## src/rtl/fifo_tx_sched_if.sv

```systemverilog
// fifo_tx_sched_if: FIFO status/data and UART line signals of the TX drain scheduler.
interface fifo_tx_sched_if #(parameter int WIDTH = 8);
  logic             tx_en;
  logic             fifo_empty;
  logic             fifo_out_valid;
  logic [WIDTH-1:0] fifo_output;
  logic             fifo_read_en;
  logic             tx;
  logic             tx_busy;
  logic             frame_done;
  logic             rd_err;
  logic [15:0]      tx_count;
  modport master (
    output tx_en, fifo_empty, fifo_out_valid, fifo_output,
    input  fifo_read_en, tx, tx_busy, frame_done, rd_err, tx_count
  );
  modport slave (
    input  tx_en, fifo_empty, fifo_out_valid, fifo_output,
    output fifo_read_en, tx, tx_busy, frame_done, rd_err, tx_count
  );
endinterface

```

## src/rtl/fifo_tx_sched.sv

```systemverilog
// fifo_tx_sched: drains the TX byte FIFO and serializes each byte as an 8N1 UART frame.
// Define TX_PARITY_EN to insert an even-parity bit (8E1).
module fifo_tx_sched #(
  parameter int WIDTH        = 8,
  parameter int CLKS_PER_BIT = 868
) (
  input logic            clk,
  input logic            rst,
  fifo_tx_sched_if.slave b
);
  localparam int CW = $clog2(CLKS_PER_BIT);
  localparam int BW = $clog2(WIDTH);
  localparam logic [CW-1:0] BEND = CW'(CLKS_PER_BIT - 1);
  localparam logic [CW-1:0] BPRE = CW'(CLKS_PER_BIT - 2);
  localparam logic [BW-1:0] LAST = BW'(WIDTH - 1);
  typedef enum logic [2:0] {IDLE, REQ, WAIT, START, DATA, PARITY, STOP} state_t;
  state_t           state;
  logic [CW-1:0]    baud;
  logic [BW-1:0]    bit_idx;
  logic [1:0]       wcnt;
  logic [WIDTH-1:0] shift;
  logic             bit_end;
`ifdef TX_PARITY_EN
  logic             par;
`endif
  assign bit_end = baud == BEND;
  // Outputs are assigned alongside each transition so they describe the state being entered.
  always_ff @(posedge clk) begin
    if (!rst) begin
      state          <= IDLE;
      baud           <= '0;
      bit_idx        <= '0;
      wcnt           <= '0;
      shift          <= '0;
      b.tx           <= 1'b1;
      b.fifo_read_en <= 1'b0;
      b.tx_busy      <= 1'b0;
      b.frame_done   <= 1'b0;
      b.rd_err       <= 1'b0;
      b.tx_count     <= '0;
`ifdef TX_PARITY_EN
      par            <= 1'b0;
`endif
    end else begin
      b.fifo_read_en <= 1'b0;
      b.frame_done   <= 1'b0;
      b.rd_err       <= 1'b0;
      baud           <= baud + 1'b1;
      case (state)
        IDLE: if (b.tx_en && !b.fifo_empty) begin
          state          <= REQ;
          b.fifo_read_en <= 1'b1;
          b.tx_busy      <= 1'b1;
          baud           <= '0;
        end
        REQ: begin
          state <= WAIT;
          wcnt  <= '0;
          baud  <= '0;
        end
        WAIT: if (b.fifo_out_valid) begin
          state   <= START;
          shift   <= b.fifo_output;
          bit_idx <= '0;
          baud    <= '0;
          b.tx    <= 1'b0;
`ifdef TX_PARITY_EN
          par     <= ^b.fifo_output;
`endif
        end else if (wcnt == 2'd2) begin
          state     <= IDLE;
          b.tx_busy <= 1'b0;
          baud      <= '0;
        end else begin
          wcnt     <= wcnt + 1'b1;
          b.rd_err <= wcnt == 2'd1;
        end
        START: if (bit_end) begin
          state <= DATA;
          baud  <= '0;
          b.tx  <= shift[0];
        end
        DATA: if (bit_end) begin
          baud  <= '0;
          shift <= shift >> 1;
          if (bit_idx == LAST) begin
`ifdef TX_PARITY_EN
            state <= PARITY;
            b.tx  <= par;
`else
            state <= STOP;
            b.tx  <= 1'b1;
`endif
          end else begin
            bit_idx <= bit_idx + 1'b1;
            b.tx    <= shift[1];
          end
        end
`ifdef TX_PARITY_EN
        PARITY: if (bit_end) begin
          state <= STOP;
          baud  <= '0;
          b.tx  <= 1'b1;
        end
`endif
        STOP: begin
          if (baud == BPRE) begin
            b.frame_done <= 1'b1;
            b.tx_count   <= b.tx_count + 16'd1;
          end
          if (bit_end) begin
            state     <= IDLE;
            b.tx_busy <= 1'b0;
            baud      <= '0;
          end
        end
        default: begin
          state     <= IDLE;
          b.tx      <= 1'b1;
          b.tx_busy <= 1'b0;
        end
      endcase
    end
  end
endmodule

```

## src/flat_wrapper.sv

```systemverilog
// flat-port wrapper written by rule: the top's interface ports become plain ports
module fifo_tx_sched_flat 
#(
  parameter int WIDTH        = 8,
  parameter int CLKS_PER_BIT = 868
)
  (clk, rst, b_tx_en, b_fifo_empty, b_fifo_out_valid, b_fifo_output, b_fifo_read_en, b_tx, b_tx_busy, b_frame_done, b_rd_err, b_tx_count);
  fifo_tx_sched_if #(.WIDTH(WIDTH)) b_i ();
  input logic clk;
  input logic rst;
  input wire logic [$bits(b_i.tx_en)-1:0] b_tx_en;
  input wire logic [$bits(b_i.fifo_empty)-1:0] b_fifo_empty;
  input wire logic [$bits(b_i.fifo_out_valid)-1:0] b_fifo_out_valid;
  input wire logic [$bits(b_i.fifo_output)-1:0] b_fifo_output;
  output wire logic [$bits(b_i.fifo_read_en)-1:0] b_fifo_read_en;
  output wire logic [$bits(b_i.tx)-1:0] b_tx;
  output wire logic [$bits(b_i.tx_busy)-1:0] b_tx_busy;
  output wire logic [$bits(b_i.frame_done)-1:0] b_frame_done;
  output wire logic [$bits(b_i.rd_err)-1:0] b_rd_err;
  output wire logic [$bits(b_i.tx_count)-1:0] b_tx_count;
  assign b_i.tx_en = b_tx_en;
  assign b_i.fifo_empty = b_fifo_empty;
  assign b_i.fifo_out_valid = b_fifo_out_valid;
  assign b_i.fifo_output = b_fifo_output;
  assign b_fifo_read_en = b_i.fifo_read_en;
  assign b_tx = b_i.tx;
  assign b_tx_busy = b_i.tx_busy;
  assign b_frame_done = b_i.frame_done;
  assign b_rd_err = b_i.rd_err;
  assign b_tx_count = b_i.tx_count;
  fifo_tx_sched #(.WIDTH(WIDTH), .CLKS_PER_BIT(CLKS_PER_BIT)) u_core (.clk(clk), .rst(rst), .b(b_i));
endmodule
```

## config.mk

```make
export PLATFORM = sky130hd
export DESIGN_NAME = fifo_tx_sched_flat
export DESIGN_NICKNAME = d
export VERILOG_FILES = /design/src/rtl/fifo_tx_sched_if.sv /design/src/rtl/fifo_tx_sched.sv /design/src/flat_wrapper.sv
export SDC_FILE = /design/constraint.sdc
export NUM_CORES = 1
export LEC_CHECK = 0
export BUFFER_PORTS_ARGS = -buffer_cell sky130_fd_sc_hd__buf_2
export CORE_ASPECT_RATIO = 1.75
export CORE_MARGIN = 10
export CORE_UTILIZATION = 55
export DETAILED_ROUTE_END_ITERATION = 7
export HOLD_SLACK_MARGIN = 0.1
export PLACE_DENSITY_LB_ADDON = 0.12
export SLEW_MARGIN = 20
export SYNTH_ARGS = -nofsm -noshare
export SYNTH_HDL_FRONTEND = slang
export SYNTH_SLANG_ARGS = --single-unit
```

## constraint.sdc

```tcl
create_clock -name clk -period 6.4 [get_ports clk]
set_input_delay 0.64 -clock clk [delete_from_list [all_inputs] [get_ports clk]]
set_output_delay 0.64 -clock clk [all_outputs]
set_load 0.02 [all_outputs]
```

==> metrics.cfg <==
[synth]
seq_area_frac_synth = 0.395
synth-async-reset-ratio = 0
syn-num-nets = 309
avgSynthCellArea_um2 = 8.24
synth_edf_count = 0
synth_area_leaders = dfxtp_1 39%, nor2_1 6.5%, nand2_1 5.5%, xnor2_1 5.5%, ha_1 3.7%
yosys.area.top_type = dfxtp_1
synthCells = 289
synth-seq-cells = 47
ys_warn_count = 0
syn_area_um2 = 2380
yosys.area.top_type_share = 0.395
yosys.cell_types.count = 47
ys.flop_type = dfxtp_1

[floorplan]
dieArea_um2 = 7470
start_util = 0.574
ioPinCount = 34
fp.coreArea_um2 = 4150
rows = 31
dieHeight_um = 107
die_x_um = 69.8

[timing]
post-route-min-period_ns = 2.53
setup_viol = 0
tns_ns = 0
fin_worst_skew_ns = 0.00799
hold_violations = 0
finalWorstSetupSlack_ns = 3.87
max_slew_margin = 0.339
finalMaxSlewViolations = 0
tightest_slew_ns = 0.991
rsz0062_at_grt = false
min_period_over_period = 0.395
fmax_mhz = 395

[cells_and_area]
diodes = 0
final_area_um2 = 2670
stdcell_count = 365
drive_gt1_frac = 0.161
fin_nets = 335
utilization = 0.643
area_delta_synth_final_pct = 12.0

[clock_network]
cts.path.max_buffers = 2
cts.htree.levels = 2
numClockSinks = 47
insertion_delay_ns = 0.30
hold_buffers = 0
post_cts_buffers = 0
cts-resized-gates = 0
cts_made_buffers = 5
clk_pin_slew_worst_paths_ns = 0.09
clockRootBuffer = clkbuf_8
cts_tree = done

[worst_setup_path]
worst_ep_arrival_time_ns = 2.69
path_class = reg -> reg
cp_slowest_cell = o31ai_2
startpoint_type = flop
worst_r2r_path_depth = 5
required_ns = 6.56
end_kind = flop
path_max_fanout = 10
slowest_delay_ns = 0.70
crit_chain = or4_4 > o311ai_2 > o21ai_0 > o31ai_2 > nor2_1

[power]
p_int_mw = 0.437
clockPowerShare = 0.382
p_per_area_nw_per_um2 = 217
p_leak_nw = 0.988
p_sw_mw = 0.141
p_comb_frac = 0.079
p_seq_frac = 0.539
irDropWorstVdd_mv = 0.192
switching_share = 0.244

[route]
dr.pass1.iters = 4
vias_per_cell = 5.63
wl_per_cell_um = 14.2
routed-via-count = 2056
ant_nets = 0
drt_iter0_markers = 82
totalWireLength_mm = 5.18
drc = 0

[placed_design]
place_ws_ns = 3.87
gp_congestion = 0.794
port_buffers = 33
postPlaceCellArea_um2 = 2550
dp_hpwl_mm = 3.83
dp.cells = 357

[outcome]
status = complete, no violations

[global_route]
track_usage = 0.139
overflow = 0
grt_pass1_vias = 1972
grt_first_pass_wirelength_mm = 9.00
antenna_found_initial = 0
grt_max_degree = 32

[min_path]
hold_class = reg -> reg
hold_depth = 2

[job]
maxCapViolCount = 0

## kinds of logic after synthesis
family | count (synthesis) | synth area share
buffers and inverters | 27 | 0.0473
multiplexers | 2 | 0.00840
XOR/XNOR | 21 | 0.0772
flip-flops | 47 | 0.395
AO/OA/AOI/OAI | 47 | 0.136
adder cells (fa/ha/maj) | 7 | 0.0368
AND/OR/NAND/NOR | 138 | 0.300
## cell usage after synthesis (2+ instances only)
library cell	count
a21oi_1	12
a22oi_1	2
a311oi_1	7
and3_1	2
clkbuf_1	14
dfxtp_1	47
ha_1	7
inv_1	11
mux2i_1	2
nand2_1	35
nand2b_1	5
nand3_1	15
nand4_1	6
nand4b_1	2
nor2_1	41
nor2b_1	4
nor3_1	5
nor3b_1	2
nor4_1	5
nor4_2	3
o211ai_1	2
o21ai_0	11
o22ai_1	2
or3_1	2
or4_1	4
xnor2_1	15
xor2_1	6
## layer usage
metal  vias up  GRT usage  share of wire
met5         -          0              0
met4         0     0.0538          0.016
met3         8     0.0332          0.049
met2        35      0.255           0.52
met1       947      0.149           0.41
li1       1066          -              -
## worst paths after layout
check / slack (ns) / endpoint / start
max: 3.87 / u_core.baud[6] / u_core.baud[2]
min reg2reg: 0.46 / u_core.bit_idx[2] / u_core.bit_idx[2]
max reg2reg: 3.87 / u_core.baud[6] / u_core.baud[2]
min: 0.46 / u_core.bit_idx[2] / u_core.bit_idx[2]
## placed cells by master (no fill, tap or decap), drive strengths merged, types with 6 or more instances in the layout
cell type / n
nor3: 6
a21oi: 12
o21ai: 11
nor2: 41
xnor2: 15
nand2: 35
dfxtp: 47
nand3: 15
buf: 35
nor4: 9
inv: 12
a311oi: 7
nand4: 6
ha: 7
xor2: 6
## power by group through the flow
stage | logic (mW) | registers (mW) | clock network [mW]
after floorplan | 0.0373 | 0.313 | 0
after global placement | 0.0456 | 0.318 | 0
after detailed placement | 0.0461 | 0.318 | 0
after CTS | 0.0464 | 0.311 | 0.227
after global routing | 0.0524 | 0.314 | 0.239
final | 0.0458 | 0.312 | 0.221
## metrics by stage
stage	power [mW]	hold WS (ns)
detailed placement	0.364	0.454
global placement	0.364	0.444
finish	0.578	0.463
CTS	0.584	0.466
floorplan	0.351	0.436
global route	0.606	0.489
## state kept, by name, indices dropped and copies added, names as in the netlist
| signal | count |
|---|---|
| u_core.b.tx_count | 16 |
| u_core.bit_idx | 3 |
| u_core.b.fifo_read_en | 1 |
| u_core.state | 3 |
| u_core.baud | 10 |
| u_core.b.tx | 1 |
| u_core.b.tx_busy | 1 |
| u_core.b.frame_done | 1 |
| u_core.wcnt | 2 |
| u_core.shift | 8 |
| u_core.b.rd_err | 1 |
## cell type report
class,instances,area [µm²]
clock buffers,5,68.8
fillers,394,1480
repair buffers,35,180
inverters,11,41.3
clock inverters,3,47.5
multi-input cells,215,1330
flip-flops and latches,47,941
well taps,49,61.3
## worst max-delay path: cells and delay by family, from the launching register on
kind               cells  cell delay (ns)
DFF                    1             0.38
AOI/OAI and AO/OA      3             1.28
and+or+nand+nor        2             0.72
(Power assumes the default switching activity.)
